==> src/rtl/itrx_aib_aux_sigfilt_pkg.sv <==
// +-------------------------------------------------------------------------+
// | itrx_aib_aux_pkg : shared types and constants for the aux receive path  |
// | Revision: 1.0                                                           |
// +-------------------------------------------------------------------------+
`default_nettype none

package itrx_aib_aux_pkg;

  typedef enum logic [1:0] {
    STABLE_LO = 2'd0,
    QUAL_HI   = 2'd1,
    STABLE_HI = 2'd2,
    QUAL_LO   = 2'd3
  } aux_filt_state_t;

  localparam int                GLITCH_W   = 8;
  localparam logic [GLITCH_W-1:0] GLITCH_MAX = 8'hFF;

  // Saturating increment for the rejected-transition counter.
  function automatic logic [GLITCH_W-1:0] glitch_inc(input logic [GLITCH_W-1:0] cnt);
    return (cnt == GLITCH_MAX) ? cnt : cnt + GLITCH_W'(1);
  endfunction

endpackage

`default_nettype wire

==> src/rtl/itrx_aib_aux_sigfilt_if.sv <==
// +-------------------------------------------------------------------------+
// | itrx_aib_aux_sigfilt_if : control/status bundle of the aux signal filter|
// | Revision: 1.0                                                           |
// +-------------------------------------------------------------------------+
`default_nettype none

interface itrx_aib_aux_sigfilt_if;
  import itrx_aib_aux_pkg::*;

  logic                en;
  logic                lvs_out;
  logic                filt_out;
  logic                rise_pls;
  logic                fall_pls;
  logic                busy;
  logic [GLITCH_W-1:0] glitch_cnt;

  modport master (
    output en, lvs_out,
    input  filt_out, rise_pls, fall_pls, busy, glitch_cnt
  );

  modport slave (
    input  en, lvs_out,
    output filt_out, rise_pls, fall_pls, busy, glitch_cnt
  );

endinterface

`default_nettype wire

==> src/rtl/itrx_aib_aux_sync.sv <==
// +-------------------------------------------------------------------------+
// | itrx_aib_aux_sync : N-stage flop synchronizer with selectable reset value|
// | Revision: 1.0                                                           |
// +-------------------------------------------------------------------------+
`default_nettype none

module itrx_aib_aux_sync #(
  parameter int STAGES  = 2,
  parameter bit RST_VAL = 1'b0
) (
  input  wire logic clk,
  input  wire logic rst,
  input  wire logic d_i,
  output logic      q_o
);

  logic [STAGES-1:0] sync_q;

  always_ff @(posedge clk) begin
    if (rst) begin
      sync_q <= {STAGES{RST_VAL}};
    end else begin
      sync_q <= {sync_q[STAGES-2:0], d_i};
    end
  end

  assign q_o = sync_q[STAGES-1];

endmodule

`default_nettype wire

==> src/rtl/itrx_aib_aux_sigfilt.sv <==
// +-------------------------------------------------------------------------+
// | itrx_aib_aux_sigfilt : synchronize and debounce the level-shifted aux   |
// | signal; emits filtered level, edge pulses and a saturating glitch count |
// | Revision: 1.0                                                           |
// +-------------------------------------------------------------------------+
`default_nettype none

module itrx_aib_aux_sigfilt
  import itrx_aib_aux_pkg::*;
#(
  parameter int SYNC_STAGES = 2,
  parameter int DEB_CYCLES  = 16,
  parameter bit RST_LVL     = 1'b0
) (
  input  wire logic              clk,
  input  wire logic              rst,
  itrx_aib_aux_sigfilt_if.slave  aux_if
);

  localparam int              CNT_W       = $clog2(DEB_CYCLES) + 1;
  localparam logic [CNT_W-1:0] c_cnt_last  = CNT_W'(DEB_CYCLES - 1);
  localparam aux_filt_state_t c_rst_state = RST_LVL ? STABLE_HI : STABLE_LO;

  logic                s_sync;
  aux_filt_state_t     state_q, state_d;
  logic [CNT_W-1:0]    cnt_q, cnt_d;
  logic [GLITCH_W-1:0] glitch_q, glitch_d;
  logic                filt_q, filt_d;
  logic                rise_q, rise_d;
  logic                fall_q, fall_d;
  logic                busy_q, busy_d;

  itrx_aib_aux_sync #(
    .STAGES  (SYNC_STAGES),
    .RST_VAL (RST_LVL)
  ) u_sync (
    .clk (clk),
    .rst (rst),
    .d_i (aux_if.lvs_out),
    .q_o (s_sync)
  );

  always_comb begin
    state_d  = state_q;
    cnt_d    = cnt_q;
    glitch_d = glitch_q;
    rise_d   = 1'b0;
    fall_d   = 1'b0;
    if (!aux_if.en) begin
      // Disable snaps silently to the reset level: no pulses, no glitch count.
      state_d = c_rst_state;
      cnt_d   = '0;
    end else begin
      case (state_q)
        STABLE_LO: begin
          if (s_sync) begin
            state_d = QUAL_HI;
            cnt_d   = CNT_W'(1);
          end
        end
        QUAL_HI: begin
          if (!s_sync) begin
            state_d  = STABLE_LO;
            cnt_d    = '0;
            glitch_d = glitch_inc(glitch_q);
          end else if (cnt_q == c_cnt_last) begin
            state_d = STABLE_HI;
            cnt_d   = '0;
            rise_d  = 1'b1;
          end else begin
            cnt_d = cnt_q + CNT_W'(1);
          end
        end
        STABLE_HI: begin
          if (!s_sync) begin
            state_d = QUAL_LO;
            cnt_d   = CNT_W'(1);
          end
        end
        QUAL_LO: begin
          if (s_sync) begin
            state_d  = STABLE_HI;
            cnt_d    = '0;
            glitch_d = glitch_inc(glitch_q);
          end else if (cnt_q == c_cnt_last) begin
            state_d = STABLE_LO;
            cnt_d   = '0;
            fall_d  = 1'b1;
          end else begin
            cnt_d = cnt_q + CNT_W'(1);
          end
        end
        default: begin
          state_d = c_rst_state;
          cnt_d   = '0;
        end
      endcase
    end
    // Filtered level and busy follow the next state so they stay in step with it.
    filt_d = (state_d == STABLE_HI) || (state_d == QUAL_LO);
    busy_d = (state_d == QUAL_HI) || (state_d == QUAL_LO);
  end

  always_ff @(posedge clk) begin
    if (rst) begin
      state_q  <= c_rst_state;
      cnt_q    <= '0;
      glitch_q <= '0;
      filt_q   <= RST_LVL;
      rise_q   <= 1'b0;
      fall_q   <= 1'b0;
      busy_q   <= 1'b0;
    end else begin
      state_q  <= state_d;
      cnt_q    <= cnt_d;
      glitch_q <= glitch_d;
      filt_q   <= filt_d;
      rise_q   <= rise_d;
      fall_q   <= fall_d;
      busy_q   <= busy_d;
    end
  end

  assign aux_if.filt_out   = filt_q;
  assign aux_if.rise_pls   = rise_q;
  assign aux_if.fall_pls   = fall_q;
  assign aux_if.busy       = busy_q;
  assign aux_if.glitch_cnt = glitch_q;

endmodule

`default_nettype wire

==> src/flat_wrapper.sv <==
// flat-port wrapper written by rule: the top's interface ports become plain ports
module itrx_aib_aux_sigfilt_flat import itrx_aib_aux_pkg::*;
#(
  parameter int SYNC_STAGES = 2,
  parameter int DEB_CYCLES  = 16,
  parameter bit RST_LVL     = 1'b0
)
  (clk, rst, aux_if_en, aux_if_lvs_out, aux_if_filt_out, aux_if_rise_pls, aux_if_fall_pls, aux_if_busy, aux_if_glitch_cnt);
  itrx_aib_aux_sigfilt_if aux_if_i ();
  input  wire logic clk;
  input  wire logic rst;
  input wire logic [$bits(aux_if_i.en)-1:0] aux_if_en;
  input wire logic [$bits(aux_if_i.lvs_out)-1:0] aux_if_lvs_out;
  output wire logic [$bits(aux_if_i.filt_out)-1:0] aux_if_filt_out;
  output wire logic [$bits(aux_if_i.rise_pls)-1:0] aux_if_rise_pls;
  output wire logic [$bits(aux_if_i.fall_pls)-1:0] aux_if_fall_pls;
  output wire logic [$bits(aux_if_i.busy)-1:0] aux_if_busy;
  output wire logic [$bits(aux_if_i.glitch_cnt)-1:0] aux_if_glitch_cnt;
  assign aux_if_i.en = aux_if_en;
  assign aux_if_i.lvs_out = aux_if_lvs_out;
  assign aux_if_filt_out = aux_if_i.filt_out;
  assign aux_if_rise_pls = aux_if_i.rise_pls;
  assign aux_if_fall_pls = aux_if_i.fall_pls;
  assign aux_if_busy = aux_if_i.busy;
  assign aux_if_glitch_cnt = aux_if_i.glitch_cnt;
  itrx_aib_aux_sigfilt #(.SYNC_STAGES(SYNC_STAGES), .DEB_CYCLES(DEB_CYCLES), .RST_LVL(RST_LVL)) u_core (.clk(clk), .rst(rst), .aux_if(aux_if_i));
endmodule
==> config.mk <==
export PLATFORM = sky130hd
export DESIGN_NAME = itrx_aib_aux_sigfilt_flat
export DESIGN_NICKNAME = d
export VERILOG_FILES = /design/src/rtl/itrx_aib_aux_sigfilt_pkg.sv /design/src/rtl/itrx_aib_aux_sigfilt_if.sv /design/src/rtl/itrx_aib_aux_sync.sv /design/src/rtl/itrx_aib_aux_sigfilt.sv /design/src/flat_wrapper.sv
export SDC_FILE = /design/constraint.sdc
export NUM_CORES = 1
export LEC_CHECK = 0
export BUFFER_PORTS_ARGS = -buffer_cell sky130_fd_sc_hd__clkbuf_2
export CAP_MARGIN = 30
export CORE_ASPECT_RATIO = 1.25
export CORE_MARGIN = 5
export CORE_UTILIZATION = 40
export DETAILED_ROUTE_END_ITERATION = 8
export PLACE_DENSITY = 0.67
export SLEW_MARGIN = 15
export SYNTH_ARGS = -nofsm -noshare
export SYNTH_HDL_FRONTEND = slang
export SYNTH_HIERARCHICAL = 1
export SYNTH_SLANG_ARGS = --single-unit
export TNS_END_PERCENT = 10
==> constraint.sdc <==
create_clock -name clk -period 1.9 [get_ports clk]
set_clock_uncertainty 0.1 [all_clocks]
set_input_delay 0.285 -clock clk [delete_from_list [all_inputs] [get_ports clk]]
set_output_delay 0.285 -clock clk [all_outputs]
set_load 0.01 [all_outputs]
==> results.toml <==
[final_layout]
drive_gt1_frac = 0.218
n_fill_cell = 217
diodes = 0
fin_cells = 141
multi_input_area_um2 = 460
layout.nets = 118
regArea_um2 = 400
design_area_um2 = 1010
area_delta_synth_final_pct = 12.9

[worst_setup_path]
worstPathMaxFanout = 5
crit_path_end_kind = "flip-flop"
r2r_cells = 5
path_class = "reg -> reg"
cp_top_family = "compound AO/OA/AOI/OAI gates"
cpMaxStageDelayCell = "dfxtp_1"
cp.arrival_ns = 1.74
path_buf_inv = 0
worstPathRequired_ns = 1.97
r2r-end = "u_core/aux_if.glitch_cnt[4]"
reg2reg_slack_ns = 0.23
critical-path-max-stage-delay_ns = 0.41
crit_chain = "ha_1, nand3_1, or2_1, o311ai_1, o41ai_1"
reg2reg_from = "u_core/aux_if.glitch_cnt[0]"
crit_path_start_kind = "flip-flop"

[placed_design]
port-buffer-count = 15
place.gp.congestion = 0.789
placed_cell_area_um2 = 986
dp.cells = 138
dp_hpwl_um = 1290

[worst_hold_path]
hp-class = "in -> reg"
min_delay_worst_endpoint = "u_core/u_sync/sync_q[0]"
hold_path_depth = 2
hold_start = "aux_if_lvs_out"

[logic_synthesis]
postSynthAreaPerCell_um2 = 9.50
ys_warn_count = 6
ys_async_sr_fraction = 0
ys_dominant_reg_cell = "dfxtp_1"
ys_types = 38
synth_area_leaders = "dfxtp_1 45%, nor2_1 4.2%, nand3_1 3.9%"
syn_area_um2 = 893
syn_nets = 100
synth.most_common_cell = "dfxtp_1"
syn_inst = 94
ys_seq_area_frac = 0.448
yosysTopAreaCell = "dfxtp_1"
synth_top_area_share = 0.448
synth_common_cells = "20 x dfxtp_1, 10 x nor2_1, 8 x nand2_1"
yosys_register_bits = 20
synth_edf_count = 0

[sta]
fin_setup_tns_ns = 0
timing.final.max_slew_violations = 0
finalCritPeriodShare = 0.880
relSlewSlack = 0.760
fmaxAchievable_mhz = 598
finalCriticalPeriod_ns = 1.67
setup_viol = 0
tightest_slew_ns = 0.359
rsz0062_at_grt = "false"
finalHoldViolCount = 0

[global_routing]
grt_use_total = 0.114
grt_first_pass_wirelength_um = 2940
grt_antenna_before_repair = 0
grt_pass1_vias = 694
overflow = 0
grt_max_degree = 13

[clock_network]
clock_sinks = 20
htreeDepth = 1
post_cts_buffers = 0
cts_root_buf = "clkbuf_4"
cts_buffers = 3
clk_pin_slew_worst_paths_ns = 0.10
cts_hold_buf = 0
cts_tree = "done"
clock_path_buffers = 2
insertion_delay_ns = 0.29
cts-resized-gates = 0

[floorplanning]
num_rows = 19
core_um2 = 2160
dieHeight_um = 62.8
ios = 16
die_w_um = 52.3
die_area_um2 = 3280
start_util = 0.413

[detailed_routing]
viasPerCell = 5.37
drt_first_pass_iters = 4
ant_nets = 0
drt-total-wl_um = 1770
num_vias = 757
wl_per_cell_um = 12.5
route.detailed.drc = 0
drtIter0Drc = 26

[flow_run]
drv_cap = 0

[power_and_ir_drop]
total_power_w = 0.000636
peakVddDrop_uv = 390
p_per_area_nw_per_um2 = 631
leakage_nw = 0.403

[run_status]
status = "completed"
==> final cells by class <==
cell class                      count  share of cell area
Tap cell                           31              0.0385
Sequential cell                    20               0.397
Clock buffer                        3              0.0223
Inverter                            1             0.00372
Multi-Input combinational cell     70               0.457
Timing Repair Buffer               16              0.0819
==> flip-flops by register name, summed over array words and instances (netlist names) <==
name / flops
u_core/cnt_q: 5
u_core/aux_if.glitch_cnt: 8
u_core/aux_if.filt_out: 1
u_core/aux_if.busy: 1
u_core/aux_if.rise_pls: 1
u_core/aux_if.fall_pls: 1
u_core/state_q: 1
u_core/u_sync/sync_q: 2
==> metal layers <==
layer | up-vias | global-route usage | share of wire
li1 | 383 | - | -
met1 | 355 | 0.135 | 0.44
met2 | 17 | 0.189 | 0.49
met3 | 2 | 0.0310 | 0.059
met4 | 0 | 0.0479 | 0.012
met5 | - | 0 | 0
==> how the worst max path moves through the flow <==
stage                                            from  depth (start not counted)                           to  slack, ns
after floorplan           u_core/aux_if.glitch_cnt[0]                          5  u_core/aux_if.glitch_cnt[4]       0.37
after global placement                u_core/cnt_q[0]                          5       u_core/aux_if.filt_out       0.31
after detailed placement              u_core/cnt_q[0]                          5            u_core/state_q[1]       0.29
after CTS                             u_core/cnt_q[0]                          5            u_core/state_q[1]       0.27
after global routing                  u_core/cnt_q[0]                          5            u_core/state_q[1]       0.13
final                     u_core/aux_if.glitch_cnt[0]                          5  u_core/aux_if.glitch_cnt[4]       0.23
==> cells in the final DEF, fill, tap and decap left out, types with 2 or more instances in the layout <==
cell       n
clkbuf_2  15
nand4b_1   2
nor3b_1    2
ha_1       2
mux2i_1    2
a21oi_1    3
and3_1     2
clkbuf_4   3
nor2_1    10
nor3_1     3
a31oi_1    4
xor2_1     2
nand3_1    7
dfxtp_1   20
nand2_1    8
nor2b_1    3
==> power by group <==
group	switching, W	leakage, nW	internal, W
sequential	0.00000320	0.162	0.000422
combinational	0.0000147	0.228	0.00000815
clock	0.000114	0.0138	0.0000736
==> logic make-up after synthesis <==
logic type	count (synthesis)	share of synthesized area
muxes	2	0.0224
AOI/OAI and AO/OA	17	0.141
xor gates and xnor gates	3	0.0294
DFF	20	0.448
and+or+nand+nor	46	0.294
buffers and inverters	4	0.0364
adders and majority gates	2	0.0280
==> stage by stage <==
stage	setup WS, ns	util	hold WS, ns
3_5_place_dp	0.291	0.456	0.345
6_report	0.228	0.466	0.103
5_1_grt	0.131	0.466	0.111
2_1_floorplan	0.374	-	0.257
4_1_cts	0.269	0.466	0.0982
3_3_place_gp	0.314	0.456	0.321
Note: power is estimated with default switching activity, not from simulation.
